`src/rtl/stream_mux_4to1_rr.sv`:
```
// -----------------------------------------------------------------------------
// stream_mux_4to1_rr
//
// Merges four valid/ready streams into one registered output stream. Arbitration
// is round-robin at packet granularity. Once a channel wins with a non-final
// beat, it keeps the grant until its din_last beat is accepted. Each output beat
// carries a sel tag with its source channel, so a 1-to-4 demux can route it back.
//
// State | meaning
// ------+-----------------------------------------------------------------
// IDLE  | between packets: the next source is chosen by rotating priority from ptr
// LOCK  | mid-packet: only lock_ch is served until its din_last beat is taken
//
// Ports
//   clk        : single clock, rising edge
//   rst        : synchronous, active-high reset
//   din_valid  : [3:0] per-channel beat offered
//   din        : [4*WIDTH-1:0] channel i data at din[i*WIDTH +: WIDTH]
//   din_last   : [3:0] per-channel final-beat marker
//   din_ready  : [3:0] per-channel accept (at most one bit set)
//   dout_valid : output register holds a beat
//   dout       : [WIDTH-1:0] held beat data
//   sel        : [1:0] source channel of the held beat
//   dout_last  : held beat's last flag
//   dout_ready : downstream takes the held beat when dout_valid is also high
// -----------------------------------------------------------------------------
module stream_mux_4to1_rr #(
    parameter int WIDTH = 8
) (
    input  logic               clk,
    input  logic               rst,
    input  logic [3:0]         din_valid,
    input  logic [4*WIDTH-1:0] din,
    input  logic [3:0]         din_last,
    output logic [3:0]         din_ready,
    output logic               dout_valid,
    output logic [WIDTH-1:0]   dout,
    output logic [1:0]         sel,
    output logic               dout_last,
    input  logic               dout_ready
);

    typedef enum logic {
        ST_IDLE = 1'b0,
        ST_LOCK = 1'b1
    } state_t;

    state_t           r_state;
    logic [1:0]       r_ptr;
    logic [1:0]       r_lock_ch;
    logic             r_dout_valid;
    logic [WIDTH-1:0] r_dout;
    logic [1:0]       r_sel;
    logic             r_dout_last;

    logic             w_load_en;
    logic [3:0]       w_rot;
    logic [1:0]       w_offset;
    logic [1:0]       w_winner;
    logic             w_any_valid;
    logic [1:0]       w_grant_ch;
    logic             w_grant_en;
    logic             w_accept;
    logic [WIDTH-1:0] w_acc_data;
    logic             w_acc_last;

    // The output register can take a beat when it is empty or is being drained.
    assign w_load_en   = !r_dout_valid || dout_ready;
    assign w_any_valid = |din_valid;

    // Rotate din_valid so that bit k corresponds to channel (ptr + k) mod 4.
    // The lowest set bit then gives the distance from ptr to the winner.
    always_comb begin
        w_rot = din_valid;
        case (r_ptr)
            2'd0: w_rot = din_valid;
            2'd1: w_rot = {din_valid[0],   din_valid[3:1]};
            2'd2: w_rot = {din_valid[1:0], din_valid[3:2]};
            2'd3: w_rot = {din_valid[2:0], din_valid[3]};
            default: w_rot = din_valid;
        endcase
    end

    always_comb begin
        w_offset = 2'd0;
        if (w_rot[0])
            w_offset = 2'd0;
        else if (w_rot[1])
            w_offset = 2'd1;
        else if (w_rot[2])
            w_offset = 2'd2;
        else if (w_rot[3])
            w_offset = 2'd3;
    end

    // 2-bit addition wraps channel 3 back to channel 0.
    assign w_winner = r_ptr + w_offset;

    // In LOCK the grant stays on lock_ch even while that channel has no beat.
    // This keeps other channels out until the packet completes.
    assign w_grant_ch = (r_state == ST_LOCK) ? r_lock_ch : w_winner;
    assign w_grant_en = !rst && w_load_en && ((r_state == ST_LOCK) || w_any_valid);

    assign din_ready  = w_grant_en ? (4'b0001 << w_grant_ch) : 4'b0000;
    assign w_accept   = w_grant_en && din_valid[w_grant_ch];
    assign w_acc_data = din[w_grant_ch*WIDTH +: WIDTH];
    assign w_acc_last = din_last[w_grant_ch];

    always_ff @(posedge clk) begin
        if (rst) begin
            r_state      <= ST_IDLE;
            r_ptr        <= 2'd0;
            r_lock_ch    <= 2'd0;
            r_dout_valid <= 1'b0;
            r_dout       <= '0;
            r_sel        <= 2'd0;
            r_dout_last  <= 1'b0;
        end else begin
            if (w_accept) begin
                r_dout_valid <= 1'b1;
                r_dout       <= w_acc_data;
                r_sel        <= w_grant_ch;
                r_dout_last  <= w_acc_last;
                case (r_state)
                    ST_IDLE: begin
                        if (w_acc_last) begin
                            r_ptr <= w_grant_ch + 2'd1;
                        end else begin
                            r_state   <= ST_LOCK;
                            r_lock_ch <= w_grant_ch;
                        end
                    end
                    ST_LOCK: begin
                        if (w_acc_last) begin
                            r_state <= ST_IDLE;
                            r_ptr   <= r_lock_ch + 2'd1;
                        end
                    end
                endcase
            end else if (dout_ready) begin
                // Popped with no replacement: data fields keep their last values.
                r_dout_valid <= 1'b0;
            end
        end
    end

    assign dout_valid = r_dout_valid;
    assign dout       = r_dout;
    assign sel        = r_sel;
    assign dout_last  = r_dout_last;

endmodule

```
`config.mk`:
```
export PLATFORM = sky130hd
export DESIGN_NAME = stream_mux_4to1_rr
export DESIGN_NICKNAME = d
export VERILOG_FILES = /design/src/rtl/stream_mux_4to1_rr.sv
export SDC_FILE = /design/constraint.sdc
export NUM_CORES = 1
export LEC_CHECK = 0
export CAP_MARGIN = 20
export CORE_MARGIN = 2
export CORE_UTILIZATION = 42
export CTS_CLUSTER_DIAMETER = 40
export DETAILED_ROUTE_END_ITERATION = 6
export PLACE_DENSITY = 0.79
export SLEW_MARGIN = 0
export SYNTH_ARGS = -nofsm -noshare
export SYNTH_HDL_FRONTEND = slang
export SYNTH_SLANG_ARGS = --single-unit
export TNS_END_PERCENT = 10
```
`constraint.sdc`:
```
create_clock -name clk -period 4.95 [get_ports clk]
set_clock_uncertainty 0.2 [all_clocks]
set_input_delay 0.99 -clock clk [delete_from_list [all_inputs] [get_ports clk]]
set_output_delay 0.99 -clock clk [all_outputs]
set_load 0.03 [all_outputs]
```
==> impl_metrics.env <==
export IMPL_power_switching_w=0.000735
export IMPL_layout_nets=272
export IMPL_tritoncts_num_buffers=3
export IMPL_numClockSinks=17
export IMPL_power_frac_seq=0.170
export IMPL_synth_seq_area_share=0.247
export IMPL_grt_antenna_before_repair=0
export IMPL_die_width_um=61.3
export IMPL_syn_instance_count=166
export IMPL_maximum_buffer_depth_of_the_clock_tree=2
export IMPL_mappedNetlistNets=214
export IMPL_post_synth_fa_ha_maj_area_fraction=0.0454
export IMPL_antenna_left=0
export IMPL_first_pass_grt_wire_length_um=6160
export IMPL_numPortBuffers=58
export IMPL_max_cap_violations=0
export IMPL_min_period_over_period=0.967
export IMPL_drt_iter0_markers=87
export IMPL_combinational_family_with_the_most_area_after_synthesis="compound AO/OA/AOI/OAI gates"
export IMPL_ff2ff_path_depth=11
export IMPL_share_of_the_synthesized_area_in_compound_gates_ao_oa_aoi_oai=0.295
export IMPL_ys_dominant_reg_cell="sky130_fd_sc_hd__dfxtp_1"
export IMPL_synth_xor_area_frac=0.0182
export IMPL_share_of_synthesized_cell_area_in_and_or_nand_and_nor_gates=0.145
export IMPL_timing_rr_start="r_ptr[0]"
export IMPL_chipHeight_um=61.3
export IMPL_final_core_utilization=0.665
export IMPL_start_kind="input port"
export IMPL_clkPwrFrac=0.052
export IMPL_route_final_wire_length_um=4260
export IMPL_drtPass1Iterations=5
export IMPL_drive_gt1_frac=0.157
export IMPL_timing_critical_path_required_ns=3.76
export IMPL_regToRegSetupSlack_ns=1.82
export IMPL_non_filler_cells_in_the_finished_layout=267
export IMPL_placed_cells_incl_taps=262
export IMPL_setup_worst_path_end_class="output port"
export IMPL_core_rowCount=20
export IMPL_timing_setup_critical_path_class="input port to output port"
export IMPL_leakagePower_nw=0.799
export IMPL_yosys_area_top_type="sky130_fd_sc_hd__dfxtp_1"
export IMPL_place_congestion=0.921
export IMPL_htreeDepth=1
export IMPL_synth_avg_cell_area_um2=8.30
export IMPL_area_delta_synth_final_pct=48.6
export IMPL_tritoncts="done"
export IMPL_synth_top_cell_area_share=0.247
export IMPL_max_slew_worst_pin_slew_ns=0.658
export IMPL_max_slew_margin_rel=0.559
export IMPL_post_drt_wl_per_cell_um=15.9
export IMPL_synth_top_cells_by_count="sky130_fd_sc_hd__o21ai_0, sky130_fd_sc_hd__dfxtp_1, sky130_fd_sc_hd__a21oi_1, sky130_fd_sc_hd__mux2i_1, sky130_fd_sc_hd__mux2_2"
export IMPL_design_die_area_um2=3750
export IMPL_whs_endpoint="dout[6]"
export IMPL_power_internal_w=0.000715
export IMPL_n_antenna_cell=0
export IMPL_dpl_hpwl_um=3280
export IMPL_power_combinational_fraction=0.777
export IMPL_grt_remaining_overflow=0
export IMPL_ys_async_sr_fraction=0
export IMPL_synthMostInstantiatedCell="sky130_fd_sc_hd__o21ai_0"
export IMPL_peakVddDrop_mv=0.346
export IMPL_hp_start="dout[6]"
export IMPL_post_synth_mux_area_share=0.195
export IMPL_finalSetupTns_ns=0
export IMPL_crit_path_arrival_time_ns=3.60
export IMPL_power_total_w=0.00145
export IMPL_fin_crit_ns=4.79
export IMPL_floorplan_initialDensity=0.448
export IMPL_register_clock_pin_slew_on_the_reported_worst_setup_and_hold_paths_ns=0.10
export IMPL_drc_errors=0
export IMPL_worst_hold_path_depth=2
export IMPL_switching_portion_of_total_power=0.507
export IMPL_syn_area_um2=1380
export IMPL_track_usage=0.223
export IMPL_hold_violations=0
export IMPL_power_per_unit_of_standard_cell_area_nw_per_um2=708
export IMPL_fp_coreArea_um2=3080
export IMPL_finalMaxSlewViolations=0
export IMPL_synth_edff_count=0
export IMPL_run_status="complete, no violations"
export IMPL_synth_cell_type_count=35
export IMPL_synth_seq_cells=17
export IMPL_ys_warn_count=0
export IMPL_yosys_top_cells_area="sky130_fd_sc_hd__dfxtp_1, sky130_fd_sc_hd__mux2i_1, sky130_fd_sc_hd__mux2_2, sky130_fd_sc_hd__o21ai_0, sky130_fd_sc_hd__a21oi_1"
export IMPL_viasPerCell=5.76
export IMPL_detailroute_via_count=1538
export IMPL_rr_endpoint="sel[0]"
export IMPL_first_global_vias=1370
export IMPL_setup_viol=0
export IMPL_grt_max_degree=17
export IMPL_clockRootBuffer="sky130_fd_sc_hd__clkbuf_4"
export IMPL_hold_path_class="flop to flop"
export IMPL_pin_count=59
export IMPL_cp_max_fo=6
export IMPL_clock_latency_ns=0.29
export IMPL_achievable_frequency_mhz=209
## how the worst max path moves through the flow
| stage | start | end | slack [ns] | depth (start not counted) |
|---|---|---|---|---|
| after floorplan | din_valid[2] | din_ready[0] | 0.53 | 13 |
| after global placement | din_valid[3] | din_ready[0] | 0.19 | 14 |
| after detailed placement | din_valid[3] | din_ready[0] | 0.007 | 14 |
| after CTS | din_valid[3] | din_ready[0] | 0.04 | 14 |
| after global routing | din_valid[3] | din_ready[0] | -0.05 | 14 |
| final | din_valid[3] | din_ready[3] | 0.16 | 13 |
## worst max-delay path, cell delays in order
cell and delay (ns):
sky130_fd_sc_hd__clkdlybuf4s50_1 0.50, sky130_fd_sc_hd__inv_1 0.10, sky130_fd_sc_hd__o311ai_0 0.31, sky130_fd_sc_hd__o21ai_0 0.15, sky130_fd_sc_hd__o211ai_1 0.11, sky130_fd_sc_hd__ha_1 0.22
sky130_fd_sc_hd__xor2_2 0.20, sky130_fd_sc_hd__nor2_1 0.11, sky130_fd_sc_hd__mux2i_2 0.25, sky130_fd_sc_hd__nand2_2 0.14, sky130_fd_sc_hd__ha_1 0.20, sky130_fd_sc_hd__and2_1 0.15
sky130_fd_sc_hd__buf_4 0.17
## power groups by stage
| stage | Clock [W] | Combinational, W | Sequential [W] |
|---|---|---|---|
| final | 0.0000755 | 0.00113 | 0.000247 |
| after global routing | 0.0000839 | 0.00121 | 0.000254 |
| after CTS | 0.0000774 | 0.00109 | 0.000244 |
| after detailed placement | 0 | 0.00109 | 0.000244 |
| after floorplan | 0 | 0.000724 | 0.000294 |
| after global placement | 0 | 0.00107 | 0.000242 |
## what timing repair did
item / in CTS / in global routing
gates cloned: 0 / 0
hold buffers: 0 / 0
endpoints found under the hold margin: 0 / 0
pin swaps: 0 / 0
setup buffers: 0 / 1
gates resized for setup: 1 / 5
setup endpoints to repair: 2 / 4
## metrics by stage
step           cell area (um2)  setup slack, ns  hold slack (ns)
2_1_floorplan             1380            0.532            0.294
3_3_place_gp              1990            0.188            0.264
3_5_place_dp              1990          0.00666            0.275
4_1_cts                   2020           0.0430            0.293
5_1_grt                   2050          -0.0457            0.312
6_report                  2050            0.162            0.290
## logic make-up (layout without fill, tap and decap cells)
kind of cell    after synthesis  after routing
fa+ha+maj                     5              5
flops                        17             17
mux                          25             25
buf+inv                      16             73
compound gates               63             63
xor+xnor                      2              2
simple gates                 38             38
## cells in the final DEF, fill, tap and decap left out, drive strengths merged, types with 2 or more instances in the layout
cell	count
mux2	12
mux2i	13
buf	10
clkdlybuf4s50	53
ha	5
a21oi	15
o21ai	24
nand2b	3
nor2	10
o311ai	4
nand3	3
a211oi	4
nor3	4
dfxtp	17
nor2b	3
o32ai	2
nand2	8
o2111ai	8
inv	5
clkbuf	4
and2	5
## metal layers
| metal | wire, um | vias up | track usage |
|---|---|---|---|
| met5 | 0 | - | 0 |
| met3 | 291 | 7 | 0.0168 |
| met1 | 1850 | 728 | 0.310 |
| met4 | 63 | 0 | 0.0745 |
| met2 | 2050 | 62 | 0.365 |
| li1 | - | 741 | - |
## state kept, by name, indices dropped and copies added, names as in the netlist
| name | cells |
|---|---|
| r_lock_ch | 2 |
| dout_valid | 1 |
| r_state | 1 |
| dout | 8 |
| r_ptr | 2 |
| dout_last | 1 |
| sel | 2 |
## layout make-up
type,count,area [um2]
clock buffer,4,26.3
fill,255,1030
inverter,5,18.8
multi-input combinational,133,988
timing repair buffer,64,618
sequential,17,340
tap,44,55.1
(Power assumes the default switching activity.)
